## src/rtl/pipe_pkg.sv

```systemverilog
// Shared types and constants for the decode->execute pipeline stage.
package pipe_pkg;

    typedef enum logic [1:0] {
        EMPTY = 2'd0,
        FULL  = 2'd1,
        SKID  = 2'd2
    } pipe_state_e;

    localparam logic [15:0] NOP_INSTR_DEFAULT = 16'h0800;
    localparam int          STALL_W           = 16;

endpackage

```

## src/rtl/pipe_entry_reg.sv

```systemverilog
// One storage entry of the ID/EX stage: payload, side-effect bits, instruction and valid flag.
module pipe_entry_reg #(
    parameter int DATA_W  = 64,
    parameter int SE_W    = 4,
    parameter int INSTR_W = 16
) (
    input  logic               clk,
    input  logic               rst,
    input  logic               clr_i,
    input  logic               load_i,
    input  logic [DATA_W-1:0]  data_i,
    input  logic [SE_W-1:0]    se_i,
    input  logic [INSTR_W-1:0] instr_i,
    output logic               valid_o,
    output logic [DATA_W-1:0]  data_o,
    output logic [SE_W-1:0]    se_o,
    output logic [INSTR_W-1:0] instr_o
);

    logic               valid_q;
    logic [DATA_W-1:0]  data_q;
    logic [SE_W-1:0]    se_q;
    logic [INSTR_W-1:0] instr_q;

    // Clear only drops the valid flag; the contents are left as they were.
    always_ff @(posedge clk) begin
        if (!rst) begin
            valid_q <= 1'b0;
            data_q  <= '0;
            se_q    <= '0;
            instr_q <= '0;
        end else if (clr_i) begin
            valid_q <= 1'b0;
        end else if (load_i) begin
            valid_q <= 1'b1;
            data_q  <= data_i;
            se_q    <= se_i;
            instr_q <= instr_i;
        end
    end

    assign valid_o = valid_q;
    assign data_o  = data_q;
    assign se_o    = se_q;
    assign instr_o = instr_q;

endmodule

```

## src/rtl/idex_pipe_stage.sv

```systemverilog
// Handshaked ID/EX pipeline register with flush and bubble squashing.
// PIPE_SKID_EN selects the two-entry skid buffer with registered in_ready.
module idex_pipe_stage
    import pipe_pkg::*;
#(
    parameter int                 DATA_W    = 64,
    parameter int                 SE_W      = 4,
    parameter int                 INSTR_W   = 16,
    parameter logic [INSTR_W-1:0] NOP_INSTR = NOP_INSTR_DEFAULT
) (
    input  logic               clk,
    input  logic               rst,
    input  logic               in_valid,
    output logic               in_ready,
    input  logic [DATA_W-1:0]  in_data,
    input  logic [SE_W-1:0]    in_se,
    input  logic [INSTR_W-1:0] in_instr,
    input  logic               flush,
    output logic               out_valid,
    input  logic               out_ready,
    output logic [DATA_W-1:0]  out_data,
    output logic [SE_W-1:0]    out_se,
    output logic [INSTR_W-1:0] out_instr,
    output logic [STALL_W-1:0] stall_cnt
);

    pipe_state_e        state_q, state_d;
    logic               in_fire, out_fire;
    logic               main_ld, main_clr, main_vld;
    logic [DATA_W-1:0]  main_data_d, main_data;
    logic [SE_W-1:0]    main_se_d, main_se;
    logic [INSTR_W-1:0] main_instr_d, main_instr;
    logic [STALL_W-1:0] stall_q;

    assign in_fire   = in_valid && in_ready;
    assign out_fire  = out_valid && out_ready;
    assign out_valid = main_vld;

    always_ff @(posedge clk) begin
        if (!rst) state_q <= EMPTY;
        else      state_q <= state_d;
    end

`ifdef PIPE_SKID_EN
    logic               skid_ld, skid_clr, skid_vld, main_from_skid;
    logic [DATA_W-1:0]  skid_data;
    logic [SE_W-1:0]    skid_se;
    logic [INSTR_W-1:0] skid_instr;

    // The skid valid flag is itself a register, so in_ready never sees out_ready.
    assign in_ready = !skid_vld;

    always_comb begin
        state_d        = state_q;
        main_ld        = 1'b0;
        skid_ld        = 1'b0;
        main_from_skid = 1'b0;
        case (state_q)
            EMPTY: if (in_fire) begin
                main_ld = 1'b1;
                state_d = FULL;
            end
            FULL: begin
                if (in_fire && out_fire) begin
                    main_ld = 1'b1;
                end else if (in_fire) begin
                    skid_ld = 1'b1;
                    state_d = SKID;
                end else if (out_fire) begin
                    state_d = EMPTY;
                end
            end
            SKID: if (out_fire) begin
                main_ld        = 1'b1;
                main_from_skid = 1'b1;
                state_d        = FULL;
            end
            default: state_d = EMPTY;
        endcase
        if (flush) begin
            state_d = EMPTY;
            main_ld = 1'b0;
            skid_ld = 1'b0;
        end
    end

    assign skid_clr     = flush || main_from_skid;
    assign main_data_d  = main_from_skid ? skid_data  : in_data;
    assign main_se_d    = main_from_skid ? skid_se    : in_se;
    assign main_instr_d = main_from_skid ? skid_instr : in_instr;

    pipe_entry_reg #(
        .DATA_W  (DATA_W),
        .SE_W    (SE_W),
        .INSTR_W (INSTR_W)
    ) u_skid (
        .clk     (clk),
        .rst     (rst),
        .clr_i   (skid_clr),
        .load_i  (skid_ld),
        .data_i  (in_data),
        .se_i    (in_se),
        .instr_i (in_instr),
        .valid_o (skid_vld),
        .data_o  (skid_data),
        .se_o    (skid_se),
        .instr_o (skid_instr)
    );
`else
    assign in_ready = !main_vld || out_ready;

    always_comb begin
        state_d = state_q;
        main_ld = 1'b0;
        case (state_q)
            EMPTY: if (in_fire) begin
                main_ld = 1'b1;
                state_d = FULL;
            end
            FULL: begin
                if (in_fire)       main_ld = 1'b1;
                else if (out_fire) state_d = EMPTY;
            end
            default: state_d = EMPTY;
        endcase
        if (flush) begin
            state_d = EMPTY;
            main_ld = 1'b0;
        end
    end

    assign main_data_d  = in_data;
    assign main_se_d    = in_se;
    assign main_instr_d = in_instr;
`endif

    // Head empties when it is consumed without a replacement arriving.
    assign main_clr = flush || (out_fire && !main_ld);

    pipe_entry_reg #(
        .DATA_W  (DATA_W),
        .SE_W    (SE_W),
        .INSTR_W (INSTR_W)
    ) u_main (
        .clk     (clk),
        .rst     (rst),
        .clr_i   (main_clr),
        .load_i  (main_ld),
        .data_i  (main_data_d),
        .se_i    (main_se_d),
        .instr_i (main_instr_d),
        .valid_o (main_vld),
        .data_o  (main_data),
        .se_o    (main_se),
        .instr_o (main_instr)
    );

    assign out_data  = main_data;
    assign out_se    = main_vld ? main_se : '0;
    assign out_instr = main_vld ? main_instr : NOP_INSTR;

    always_ff @(posedge clk) begin
        if (!rst)
            stall_q <= '0;
        else if (out_valid && !out_ready && (stall_q != {STALL_W{1'b1}}))
            stall_q <= stall_q + 1'b1;
    end

    assign stall_cnt = stall_q;

endmodule

```

## config.mk

```make
export PLATFORM = sky130hd
export DESIGN_NAME = idex_pipe_stage
export DESIGN_NICKNAME = d
export VERILOG_FILES = /design/src/rtl/pipe_pkg.sv /design/src/rtl/pipe_entry_reg.sv /design/src/rtl/idex_pipe_stage.sv
export SDC_FILE = /design/constraint.sdc
export NUM_CORES = 1
export LEC_CHECK = 0
export CORE_AREA = 2 2 101 103
export DETAILED_ROUTE_END_ITERATION = 12
export DIE_AREA = 0 0 103 105
export GPL_TIMING_DRIVEN = 0
export PLACE_DENSITY = 0.79
export SYNTH_ARGS = -nofsm -noshare
export SYNTH_HDL_FRONTEND = slang
export SYNTH_SLANG_ARGS = --single-unit
```

## constraint.sdc

```tcl
create_clock -name clk -period 1.9 [get_ports clk]
set_clock_uncertainty 0.05 [all_clocks]
set_input_delay 0.19 -clock clk [delete_from_list [all_inputs] [get_ports clk]]
set_output_delay 0.19 -clock clk [all_outputs]
set_load 0.01 [all_outputs]
```

# After elaboration in Yosys (flattened, before gate mapping)
# Cells that the tools add are included.
# W data, S select, Z words.
[word_totals]
regBits = 103
latch_bits = 0
ramBits = 0
rom_bits = 0
output_inout_bits = 102
memories = 0
[op_classes]
n_addsub = 1
n_mul = 0
n_div = 0
magnitude_cmp = 0
eq_ne = 5
shift = 0
n_mux = 9
n_bitwise = 2
n_reduce_logical = 16
[op_table]
columns = ["op", "n"]
rows = [
  ["$add A16 B1 Y16 const B", 1],
  ["$mux W16", 1],
  ["$ne A16 B16 Y1 const B", 1],
  ["$mux W2", 3],
  ["$ne A2 B2 Y1 const B", 3],
  ["$reduce_or A2 Y1", 3],
  ["$logic_and A1 B1 Y1", 5],
  ["$mux W4", 1],
  ["$pmux W2 S2", 1],
  ["$logic_not A1 Y1", 3],
  ["$mux W1", 3],
  ["$reduce_and A3 Y1", 1],
  ["$eq A2 B1 Y1 const B", 1],
  ["$logic_not A2 Y1", 1],
  ["$logic_or A1 B1 Y1", 2],
  ["$not A1 Y1", 2],
  ["$reduce_and A2 Y1", 1],
]

# Depth between registers and ports, before layout
# Gate-level depths: netlist of run 1.
[logic_depth]
ltp_word = 11
ltp_mapped = 7
ltp_nobuf = 5

# Modules after synthesis
# Synthesis of run 1 repeated with hierarchy kept, for this count alone.
[unflattened]
hier_cells = 491
hier_area_um2 = 4399.2
[modules_own_cells]
columns = ["mod", "instances", "cells_per_inst", "area_each_um2", "seq_area_each_um2"]
rows = [
  ["pipe_entry_reg", 1, 369, 3420.8, 1701.6],
  ["idex_pipe_stage", 1, 122, 978.4, 320.3],
]

# Worst setup path after synthesis of run 1
# OpenSTA, ideal clock, no wires.
[synth_timing]
kind = "reg2reg"
start = "reg stall_q[0] (netlist: stall_cnt[0])"
end = "reg stall_q[14] (netlist: stall_cnt[14])"
setup_ns = 0.070
arrival_ns = 1.744
t_required_ns = 1.780
path_slack_ns = 0.037
path_stages_with_launch = 6
cell_sequence = "dfxtp_1 > ha_1 > nand3b_1 > or3_4 > or4_1 > a21oi_1"
[synth_between]
elab_chain_len = 2
[synth_rtl]
columns = ["item", "line", "rtl"]
rows = [
  ["start: declaration", "idex_pipe_stage.sv:33", "logic [STALL_W-1:0] stall_q;"],
  ["start signal: assignment", "idex_pipe_stage.sv:166", "stall_q <= stall_q + 1'b1;"],
  ["branches (longest 2 deep; another with $add A16 B1 Y16)", "--", ""],
]
# Parallel ways; which one is timed is not known.
# A chain may end at the register's enable or synchronous reset.

# Worst setup path in the final report of run 1
# Ends and elaborated chain as after synthesis.

==> metrics.md, run 1 <==
| Metric | Value |
|---|---|
| Max-cap violations | 0 |
| Gr usage total | 20.7% |
| Worst hold endpoint | u_main.data_o[57]$_SDFFE_PN0P_ |
| Drt wl/cell | 14.1 microns |
| Hold Crit Depth | 3 |
| Ranking of synthesized cells by area | dfxtp_1 53%, nand2_1 17%, a21oi_1 12% |
| Number of nets in the layout | 781 |
| Clock power share | 32.0% |
| IO Count | 191 |
| Initial antenna violation count | 0 |
| Sw Share | 24.6% |
| Final Max Slew Viols | 0 |
| Post-route cell area | 6260 sq um |
| Int Power | 3.15 mW |
| Post-Syn Nets | 577 |
| Slew HR | 65.8% |
| Synth unique cells | 38 |
| Cell Rows | 36 |
| Initial core utilization | 39.8% |
| Hpwl dp | 8600 microns |
| Comb power frac | 14.5% |
| Cell taking the most area after synthesis | dfxtp_1 |
| CP max FO | 6 |
| Hold Violations, Final | 0 |
| Sink Count | 101 |
| Critical path class | reg2reg |
| VDD IR max | 0.491 mV |
| Die width | 103 microns |
| Worst r2r path cells | 5 |
| Die area | 10,800 sq um |
| Reg clk slew, reported paths | 100 ps |
| Synth Instances | 487 |
| Clock latency on the worst-skew pair | 350 ps |
| Final core utilization | 65.0% |
| Via/cell ratio | 4.90 |
| Flops & latches, synth | 101 |
| Tightest Pin Transition | 514 ps |
| Complex-gate fraction of the synthesized area | 15.3% |
| CTS H-tree lvls | 3 |
| Most frequent cell after synthesis | nand2_1 |
| Via count | 4,053 |
| TritonCTS clock tree | yes |
| Crit end category | flip-flop |
| Antenna viol nets, final | 0 |
| CP arrival | 2090 ps |
| PwrDens | 667 nW/um^2 |
| Async SR Flop Fraction | 0% |
| HP Class | in2reg |
| Final-report setup violation count | 0 |
| CP required | 2140 ps |
| Worst hold margin | 324 ps |
| Post-synth EDFFs | 0 |
| Vias in the first global route | 3,798 |
| Iter 0 DRT Violations | 138 |
| Adder-cell share of the synthesized area | 0.326% |
| Core Area | 9640 sq um |
| Status | complete, no violations |
| Port Buffers | 190 |
| Root Buffer | clkbuf_8 |
| Startpoint type of the worst setup path | flip-flop |
| Die Y | 105 microns |
| Largest family of logic cells by synthesized area | simple AND/OR/NAND/NOR gates |
| Layout filler cell count | 863 |
| Minimum clock period | 1850 ps |
| Hold_sp | in_data[57] |
| Max clock buf depth | 2 |
| Tcrit/Tclk final | 97.4% |
| P&R area growth vs syn | 63.1% |
| Num CTS Buffers | 9 |
| DR DRC count | 0 |
| R2r startpoint | stall_cnt[0]$_SDFFE_PN0P_ |
| Post-synth top cells | 178 x nand2_1, 101 x dfxtp_1, 94 x a21oi_1 |
| Total chip power | 4.18 mW |
| Xor/xnor share of the synthesized area | 0% |
| Post-Syn Area | 3840 sq um |
| GP Congestion | 0.840 |
| P_sw | 1.03 mW |
| Sequential Power Share | 53.6% |
| Fraction of layout cells with a size suffix above 1 | 8.36% |
| Reg2reg end | stall_cnt[14]$_SDFFE_PN0P_ |
| Synth Area in Simple Gates | 27.2% |
| Hold-fix buffers, CTS | 0 |
| Aggregate global routing overflow | 0 |
| Syn_area_per_cell | 7.88 sq um |
| DP Area | 5910 sq um |
| Multiplexer share of the synthesized area | 0.522% |
| Final wirelength | 11,700 microns |
| Leakage | 2.37 nW |
| Sequential area share after synthesis | 52.7% |
| Max Fclk | 541 MHz |
| Syn. warnings | 0 |
| Detailed Routing Iterations Pass 1 | 4 |
| Commonest register cell after synthesis | dfxtp_1 |
| Post-synth top area share | 52.7% |
| Largest net degree at the start of global routing | 17 |
| R2R setup slack | 50 ps |
| First-pass GRT wire length | 17,900 microns |
| Diode count | 0 |
==> logic make-up after synthesis <==
kind of cell             after synthesis
buffers and inverters                 37
AND/OR/NAND/NOR                      236
flip-flops                           101
multiplexers                           2
adder cells (fa/ha/maj)                1
AO/OA/AOI/OAI                        110
==> power by group through the flow <==
stage	Combinational, mW	Sequential (mW)	Clock (mW)
2_1_floorplan	0.184	2.32	0
3_3_place_gp	0.586	2.29	0
3_5_place_dp	0.596	2.29	0
4_1_cts	0.608	2.24	1.37
5_1_grt	0.658	2.25	1.47
6_report	0.605	2.24	1.33
==> worst max-delay path: stages (launching register included) <==
cell,delay [ps]
dfxtp_4,390
ha_4,150
nand3b_1,120
or3_4,390
or4_1,530
a21oi_1,160
==> cell type report <==
cell class / instances / area (sq um) / area share [%]
sequential: 101 / 2050 / 32.7
timing repair buffer: 194 / 1960 / 31.3
multi-input combinational: 349 / 1720 / 27.5
buffer: 31 / 166 / 2.66
tap: 133 / 166 / 2.66
clock buffer: 9 / 124 / 1.98
clock inverter: 5 / 61.3 / 0.979
inverter: 5 / 18.8 / 0.300
==> layout by cell type, fill, tap and decap left out, types with 3 or more instances in the layout <==
master / instances
a21oi_1: 93
and2_1: 19
buf_2: 8
buf_4: 6
clkbuf_1: 13
clkbuf_2: 4
clkbuf_8: 11
clkdlybuf4s50_1: 179
dfxtp_1: 92
dfxtp_2: 4
dfxtp_4: 5
dlymetal6s2s_1: 11
inv_1: 3
nand2_1: 178
nand4_1: 3
nor2_1: 3
nor3_1: 8
o21ai_0: 3
o31ai_1: 6
or4_1: 5
==> metal layers <==
metal	GRT usage [%]	part of all wire, %	up-vias
li1	-	-	2027
met1	24.6	42	1860
met2	35.6	50	144
met3	4.75	5.9	22
met4	7.99	2.2	0
met5	0	0	-
==> per-stage QoR <==
stage          setup WS, ps  cells  TNS, ps
6_report               50.2    827        0
4_1_cts                6.39    825        0
3_3_place_gp           -528    810   -33050
2_1_floorplan          36.6    487        0
3_5_place_dp           -576    810   -34800
5_1_grt               -19.7    827    -31.8
==> how the worst max path moves through the flow <==
stage,endpoint,cells after the start,startpoint,slack (ps)
final,stall_cnt[14]$_SDFFE_PN0P_,5,stall_cnt[0]$_SDFFE_PN0P_,50
after global routing,stall_cnt[2]$_SDFFE_PN0P_,5,stall_cnt[7]$_SDFFE_PN0P_,-20
after CTS,out_instr[0],3,u_main.valid_o$_SDFFE_PP0P_,6
after detailed placement,u_main.data_o[54]$_SDFFE_PN0P_,7,out_ready,-580
after global placement,u_main.instr_o[0]$_SDFFE_PN0P_,7,out_ready,-530
after floorplan,stall_cnt[14]$_SDFFE_PN0P_,5,stall_cnt[0]$_SDFFE_PN0P_,40
==> sequential cells by signal, indices dropped and copies added, names as in the netlist <==
| register | flops |
|---|---|
| stall_cnt | 16 |
| u_main.se_o | 4 |
| u_main.instr_o | 16 |
| u_main.data_o | 64 |
| u_main.valid_o | 1 |
==> timing repair <==
| item | 4_1_cts | 5_1_grt |
|---|---|---|
| buffers inserted | 1 | 3 |
| gates resized for setup | 29 | 31 |
| hold endpoints to repair | 0 | 0 |
| pin swaps | 0 | 1 |
| setup endpoints to repair | 94 | 68 |
| gates cloned | 0 | 0 |
Note: power is estimated with default switching activity, not from simulation.
==> run 2, diff against run 1 <==
Settings changed: CORE_AREA 2 2 101 103 to 2 2 106 108, DIE_AREA 0 0 103 105 to 0 0 108 110, PLACE_DENSITY 0.79 to 0.78, SYNTH_HIERARCHICAL from default to 1.
==> metrics.md, run 2 <==
| Metric | Value |
|---|---|
| IO Count | 191 |
| Final wirelength | 12,300 microns |
| HP Class | in2reg |
| Drt wl/cell | 14.7 microns |
| Diode count | 0 |
| Die width | 108 microns |
| Core Area | 10,700 sq um |
| Slew HR | 65.3% |
| Clock latency on the worst-skew pair | 340 ps |
| CP required | 1660 ps |
| Crit-path cells | buf_4 -> and2_1 -> clkdlybuf4s50_1 |
| Buf+Inv Stages, Crit Path | 2 |
| Post-Syn Nets | 581 |
| Largest net degree at the start of global routing | 16 |
| Hold-fix buffers, CTS | 0 |
| Cell Rows | 38 |
| Die area | 11,900 sq um |
| First-pass GRT wire length | 19,400 microns |
| Post-synth EDFFs | 0 |
| Delay of the slowest cell on the worst path | 530 ps |
| Post-synth top area share | 46.0% |
| Max-cap violations | 0 |
| Number of nets in the layout | 783 |
| Max clock buf depth | 2 |
| Status | complete, no violations |
| Fraction of layout cells with a size suffix above 1 | 9.20% |
| Final-report setup violation count | 0 |
| Leakage | 2.59 nW |
| Sequential Power Share | 50.1% |
| Startpoint type of the worst setup path | flip-flop |
| Max Fclk | 551 MHz |
| P&R area growth vs syn | 54.6% |
| Clock power share | 36.4% |
| Async SR Flop Fraction | 0% |
| TritonCTS clock tree | yes |
| Tightest Pin Transition | 520 ps |
| Flops & latches, synth | 101 |
| Minimum clock period | 1810 ps |
| Root Buffer | clkbuf_8 |
| GP Congestion | 0.832 |
| Crit end category | output port |
| Sequential area share after synthesis | 46.0% |
| Worst hold margin | 337 ps |
| Via/cell ratio | 4.88 |
| Commonest register cell after synthesis | dfxtp_1 |
| Hold Violations, Final | 0 |
| Antenna viol nets, final | 0 |
| Hpwl dp | 9280 microns |
| CP max FO | 10 |
| Reg clk slew, reported paths | 90 ps |
| Final Max Slew Viols | 0 |
| Post-Syn Area | 4400 sq um |
| Ranking of synthesized cells by area | dfxtp_1 46%, mux2i_1 20%, nand2_1 15% |
| Int Power | 3.43 mW |
| Vias in the first global route | 4,124 |
| Aggregate global routing overflow | 0 |
| Post-Place Cells | 821 |
| RSZ-0062 raised after global routing | true |
| Final setup margin | 86.5 ps |
| Cell taking the most area after synthesis | dfxtp_1 |
| PwrDens | 649 nW/um^2 |
| Final cell count without fillers | 836 |
| CTS H-tree lvls | 3 |
| Final core utilization | 63.6% |
| Pre-CTS setup slack | -299 ps |
| Most frequent cell after synthesis | nand2_1 |
| Syn_area_per_cell | 8.96 sq um |
| Iter 0 DRT Violations | 165 |
| Die Y | 110 microns |
| Syn. warnings | 6 |
| Gr usage total | 20.3% |
| Via count | 4,080 |
| Initial antenna violation count | 0 |
| DR DRC count | 0 |
| Num CTS Buffers | 9 |
| Most frequent cells in the layout | 182 x clkdlybuf4s50_1, 180 x nand2_1, 89 x dfxtp_1 |
| Most common cell after layout, fill and taps aside | clkdlybuf4s50_1 |
| Initial core utilization | 41.1% |
| VDD IR max | 0.387 mV |
| Detailed Routing Iterations Pass 1 | 6 |
| Post-synth top cells | 180 x nand2_1, 101 x dfxtp_1, 87 x mux2i_1 |
| Synth unique cells | 40 |
| Comb power frac | 13.5% |
| Slowest stage cell, crit path | clkdlybuf4s50_1 |
| Crit-path leading delay family | buffers and inverters |
| Port Buffers | 190 |
| Synth Instances | 491 |
| CP arrival | 1570 ps |
| Sw Share | 22.3% |
| P_sw | 0.986 mW |
| Critical path class | reg2out |
| Sink Count | 101 |
| Tcrit/Tclk final | 95.4% |
| Largest register FFs | 64 |
| Layout filler cell count | 909 |
run 2: per-layer routing:
metal  GRT usage, %  share of wire (%)  vias up
met5              0                  0        -
met4           8.42                2.2        0
met3           4.82                7.5       26
met2           34.9                 48      146
met1           24.6                 42     1880
li1               -                  -     2028
run 2: repair_timing:
| action | 4_1_cts | 5_1_grt |
|---|---|---|
| endpoints found under the hold margin | 0 | 0 |
| setup endpoints to repair | 92 | 90 |
| gates resized for setup | 13 | 23 |
| pin swaps | 0 | 2 |
| setup buffers | 0 | 1 |
run 2: path summary, 6_finish.rpt:
check	from	endpoint	slack, ps	cells after the start
worst min register to register	u_main/instr_o[5]$_SDFFE_PN0P_	u_main/instr_o[5]$_SDFFE_PN0P_	410	2
worst min-delay path	in_instr[10]	u_main/instr_o[10]$_SDFFE_PN0P_	340	3
worst max register to register	stall_cnt[1]$_SDFFE_PN0P_	stall_cnt[10]$_SDFFE_PN0P_	90	5
worst max-delay path	u_main/valid_o$_SDFFE_PP0P_	out_se[1]	90	3
run 2: area by class of cell:
type / count / area (sq um) / area share, %
multi-input cells: 352 / 2150 / 31.7
flip-flops and latches: 101 / 2040 / 30.0
repair buffers: 191 / 1920 / 28.3
plain buffers: 36 / 265 / 3.90
well taps: 140 / 175 / 2.58
clock buffers: 10 / 138 / 2.02
clock inverters: 4 / 97.6 / 1.44
inverters: 2 / 7.51 / 0.110
run 2: cell families (layout without fill, tap and decap cells):
logic type | Yosys count | count (layout) | share of synthesized area [%]
AND/OR/NAND/NOR | 240 | 240 | 24.5
flip-flops | 101 | 101 | 46.0
multiplexers | 87 | 87 | 19.8
buffers and inverters | 38 | 243 | 5.97
AO/OA/AOI/OAI | 24 | 24 | 3.44
adder cells (fa/ha/maj) | 1 | 1 | 0.284
run 2: power by group through the flow:
stage | sequential [mW] | combinational, mW | clock [mW]
after CTS | 2.21 | 0.601 | 1.67
after detailed placement | 2.26 | 0.597 | 0
after global routing | 2.22 | 0.642 | 1.75
after global placement | 2.26 | 0.586 | 0
after floorplan | 2.28 | 0.228 | 0
final | 2.21 | 0.596 | 1.61
run 2: tightest hold or removal path, delay by kind of cell:
kind                   cells  cell delay, ps
and+or+nand+nor            1              60
muxes                      1              50
buffers and inverters      1             400
run 2: metrics by stage:
stage / power (mW) / instance area, sq um / setup TNS (ps)
after floorplan: 2.51 / 4400 / 0
after global placement: 2.84 / 6480 / -19220
after detailed placement: 2.86 / 6480 / -20320
after CTS: 4.48 / 6740 / 0
after global routing: 4.62 / 6800 / -5.00
final: 4.41 / 6800 / 0
